`config.mk`:
```
export PLATFORM = sky130hd
export DESIGN_NAME = serial_tx_queue
export DESIGN_NICKNAME = d
export VERILOG_FILES = /design/src/rtl/serial_tx_queue.sv
export SDC_FILE = /design/constraint.sdc
export NUM_CORES = 1
export LEC_CHECK = 0
export BUFFER_PORTS_ARGS = -buffer_cell sky130_fd_sc_hd__buf_2
export CORE_ASPECT_RATIO = 0.9
export CORE_MARGIN = 10
export CORE_UTILIZATION = 50
export DETAILED_ROUTE_END_ITERATION = 8
export MAX_ROUTING_LAYER = met4
export PLACE_DENSITY = 0.78
export SYNTH_ARGS = -nofsm -noshare
export SYNTH_HDL_FRONTEND = slang
export SYNTH_SLANG_ARGS = --single-unit
```
`constraint.sdc`:
```
create_clock -name clock_1MHz -period 2.9 [get_ports clock_1MHz]
set_input_delay 0.435 -clock clock_1MHz [delete_from_list [all_inputs] [get_ports clock_1MHz]]
set_output_delay 0.435 -clock clock_1MHz [all_outputs]
set_load 0.005 [all_outputs]
```
`src/rtl/serial_tx_queue.sv`:
```
// Byte queue feeding an LSB-first serial transmitter.
// Each popped byte is sent one bit per write strobe. The ready line from the receiver gates every strobe.
module serial_tx_queue #(
    parameter int DEPTH  = 8,
    parameter int DATA_W = 8
) (
    input  logic                       clock_1MHz,
    input  logic                       rst,
    input  logic [DATA_W-1:0]          data_in,
    input  logic                       enqueue_in,
    input  logic                       ready_in,
    output logic                       data_out,
    output logic                       write_out,
    output logic                       busy_out,
    output logic                       done_out,
    output logic                       full_out,
    output logic                       empty_out,
    output logic                       overflow_out,
    output logic [$clog2(DEPTH+1)-1:0] count_out
);

    localparam int PTR_W = $clog2(DEPTH);
    localparam int CNT_W = $clog2(DEPTH+1);
    localparam int BIT_W = (DATA_W > 1) ? $clog2(DATA_W) : 1;

    typedef enum logic [1:0] {
        IDLE,
        SEND,
        GAP
    } state_t;

    logic [DATA_W-1:0] mem [DEPTH];
    logic [PTR_W-1:0]  wr_ptr;
    logic [PTR_W-1:0]  rd_ptr;
    logic [CNT_W-1:0]  count;
    logic [DATA_W-1:0] shift;
    logic [BIT_W-1:0]  bit_cnt;
    state_t            state;
    logic              pop;
    logic              push;

    // A pop frees a slot on the same edge, so a full queue still accepts a byte then.
    assign pop  = (state == IDLE) && (count != '0);
    assign push = enqueue_in && ((count != CNT_W'(DEPTH)) || pop);

    assign count_out = count;
    assign full_out  = (count == CNT_W'(DEPTH));
    assign empty_out = (count == '0);

    // Queue storage. The contents do not need a reset because the pointers define which entries are valid.
    always_ff @(posedge clock_1MHz) begin
        if (push) begin
            mem[wr_ptr] <= data_in;
        end
    end

    always_ff @(posedge clock_1MHz or negedge rst) begin
        if (!rst) begin
            wr_ptr       <= '0;
            rd_ptr       <= '0;
            count        <= '0;
            overflow_out <= 1'b0;
        end else begin
            overflow_out <= enqueue_in && !push;
            if (push) begin
                wr_ptr <= wr_ptr + PTR_W'(1);
            end
            if (pop) begin
                rd_ptr <= rd_ptr + PTR_W'(1);
            end
            if (push && !pop) begin
                count <= count + CNT_W'(1);
            end else if (pop && !push) begin
                count <= count - CNT_W'(1);
            end
        end
    end

    // GAP always lasts one cycle, so strobes within a byte are at least two cycles apart.
    always_ff @(posedge clock_1MHz or negedge rst) begin
        if (!rst) begin
            state     <= IDLE;
            shift     <= '0;
            bit_cnt   <= '0;
            write_out <= 1'b0;
            data_out  <= 1'b0;
            busy_out  <= 1'b0;
            done_out  <= 1'b0;
        end else begin
            write_out <= 1'b0;
            done_out  <= 1'b0;
            case (state)
                IDLE: begin
                    if (pop) begin
                        shift    <= mem[rd_ptr];
                        bit_cnt  <= '0;
                        state    <= SEND;
                        busy_out <= 1'b1;
                    end
                end
                SEND: begin
                    if (ready_in) begin
                        write_out <= 1'b1;
                        data_out  <= shift[0];
                        shift     <= shift >> 1;
                        state     <= GAP;
                    end
                end
                GAP: begin
                    if (bit_cnt == BIT_W'(DATA_W-1)) begin
                        state    <= IDLE;
                        busy_out <= 1'b0;
                        done_out <= 1'b1;
                    end else begin
                        bit_cnt <= bit_cnt + BIT_W'(1);
                        state   <= SEND;
                    end
                end
                default: begin
                    state    <= IDLE;
                    busy_out <= 1'b0;
                end
            endcase
        end
    end

endmodule

```
==> impl_metrics.csv <==
group,metric,value,unit
routing,ant_nets,0,
routing,drt-total-wl,6618,um
grt,grt_pass1_vias,2042,
cts,cts_tree,"yes",
pwr,ir_drop,0.4676,mV
worst_setup_path,critPathLaunch,"state[1]",
cts,clk_latency,370,ps
final_layout,mostFrequentLayoutCells,"edfxtp_1 (64), dfrtp_1 (26), buf_2 (22)",
worst_setup_path,critPathCaptureType,"register",
synthesis,ys_warn_count,0,
synthesis,yosys.area.top_type_share,0.4945,
synthesis,yosysSeqAreaShare,0.6748,
final_layout,instances_no_fill,365,
die,fp.dieH,103.6,um
final_layout,final_common_cell,"edfxtp_1",
grt,antenna_found_initial,0,
grt,gr-total-overflow,0,
cts,cts.clk_slew.worst_paths,100,ps
synthesis,synth.distinct_cells,36,
routing,viasPerCell,5.608,
die,std_cell_rows,30,
routing,drc_errors,0,
synthesis,syn-num-nets,249,
hold_path,hold_class,"primary input to asynchronous set/reset pin",
sta,worst_slew_pin_slew,699.6,ps
sta,finalCritPeriodShare,0.9409,
grt,grt_pass1_wl,10640,um
worst_setup_path,crit_fanout,7,
final_layout,layout-drive-gt1-share,0.2416,
worst_setup_path,reg2reg_from,"state[1]",
synthesis,netlist_instances,229,
sta,worst_hold_slack,59.60,ps
cts,cts_buffers,9,
die,fp.coreArea,7545,um^2
cts,cts_root_buffer,"clkbuf_8",
die,die_x,112.9,um
run_status,status,"completed",
routing,vias,2047,
cts,numClockSinks,92,
synthesis,ys_seq_elements,92,
die,io_pins,23,
die,start_util,0.5151,
cts,hold_buffers,0,
worst_setup_path,crit_arrival,2980,ps
sta,skew,11.47,ps
grt,grt_max_degree,29,
synthesis,yosys.area.top_type,"edfxtp_1",
run,drv_cap,0,
sta,maxSlewHeadroom,0.5336,
routing,dr.pass1.iters,4,
placed_design,port_buffers,22,
placed_design,place_hpwl,4405,um
cts,h-tree-depth,3,
worst_setup_path,cp.required,3150,ps
placed_design,gp_congestion,0.7663,
cts,cts_setup_buffers,0,
routing,avgRoutedWirePerCell,18.13,um
final_layout,area_growth,11.72,%
worst_setup_path,reg2reg_to,"count_out[3]",
synthesis,syn_avg_cell_area,16.97,um^2
sta,fmax,366.5,MHz
pwr,powerDensity,990.5,nW/um^2
sta,period_needed,2729,ps
cts,cts-resized-gates,0,
sta,final-setup-viol-count,0,
pwr,power.total,0.004300,W
worst_setup_path,r2r_slack,170,ps
cts,clk_path_buf_depth,2,
worst_setup_path,reg2reg_depth,10,
grt,grt_use_total,0.1189,
worst_setup_path,setup.worst_path.class,"register to register",
sta,finalMaxSlewViolations,0,
sta,finalHoldViolCount,0,
pwr,power_leakage,1.689,nW
synthesis,syn_area,3886,um^2
worst_setup_path,startpoint_type,"register",
final_layout,n_fill_cell,565,
placed_design,place_inst,349,
final_layout,num-nets-final,284,
synthesis,ys_top_cells_by_area,"edfxtp_1 (49%), dfrtp_1 (18%), mux4_1 (7.4%)",
die,die_area,11700,um^2
final_layout,n_antenna_cell,0,
routing,dr.first_iter.drc_count,110,
==> logic make-up (layout without fill, tap and decap cells) <==
group	Yosys count	in the layout	share of synthesized area
XOR/XNOR	6	6	0.01352
AO/OA/AOI/OAI	32	32	0.05827
buffers and inverters	17	57	0.02576
multiplexers	29	29	0.1381
flip-flops	92	92	0.6748
AND/OR/NAND/NOR	45	45	0.06182
adder cells (fa/ha/maj)	8	8	0.02769
==> cells in the mapped netlist, drive strengths merged <==
library cell and count:
dfrtp 28, a211oi 7, mux2 4, clkbuf 1, o22ai 1, nor2 12
a211o 1, nor3 9, or2 1, xnor2 5, xor2 1, a21o 7
mux4 16, mux2i 9, o2bb2ai 4, nor2b 2, nand2b 3, a2111oi 1
edfxtp 64, inv 8, a21oi 5, ha 7, nor4 2, a22oi 2
buf 8, and3 2, fa 1, nor4b 1, o21ai 3, nand2 13
o31ai 1
==> critical path: stages (launching register included) <==
cell	delay (ps)
dfrtp_1	460
or2_2	330
nand2_1	80
nand2_1	120
inv_1	190
ha_1	260
inv_1	130
ha_1	300
a21o_1	220
a2111oi_2	390
o31ai_1	140
==> layout make-up <==
type | count | area, um^2 | share of cell area
sequential | 92 | 2625 | 0.6046
multi-input combinational | 120 | 1172 | 0.2700
timing repair buffer | 33 | 192.7 | 0.04438
clock buffer | 9 | 123.9 | 0.02853
tap | 96 | 120.1 | 0.02767
clock inverter | 7 | 77.57 | 0.01787
inverter | 8 | 30.03 | 0.006916
==> how the worst max path moves through the flow <==
stage	to	cells after the start	slack (ps)
after floorplan	count_out[3]	10	360
after global placement	count_out[3]	10	280
after detailed placement	count_out[3]	10	30
after CTS	count_out[3]	10	7
after global routing	count_out[3]	10	-20
final	count_out[3]	10	170
==> layer usage <==
layer,GRT usage,vias up,part of all wire
li1,-,969,-
met1,0.1383,1014,0.43
met2,0.1874,50,0.50
met3,0.04152,14,0.053
met4,0.04076,0,0.014
met5,-,-,0
==> power breakdown <==
part | internal, W | switching (W)
Clock | 0.000343 | 0.000497
Combinational | 0.000745 | 0.000720
Sequential | 0.00172 | 0.000273
==> registers in the layout (all words and copies together), names as in the netlist <==
signal and flops:
bit_cnt 3, busy_out 1, count_out 4, data_out 1, done_out 1, mem 64
overflow_out 1, rd_ptr 3, shift 8, state 2, wr_ptr 3, write_out 1
==> stage by stage <==
stage | util | setup TNS, ps | cell area [um^2] | worst slack, ps
final | 0.5755 | 0 | 4342 | 171.3
after CTS | 0.5740 | 0 | 4330 | 7.269
after global routing | 0.5755 | -20.64 | 4342 | -20.64
after global placement | 0.5473 | 0 | 4129 | 281.0
after floorplan | - | 0 | 3886 | 355.5
after detailed placement | 0.5473 | 0 | 4129 | 25.79
Note: power is estimated with default switching activity, not from simulation.
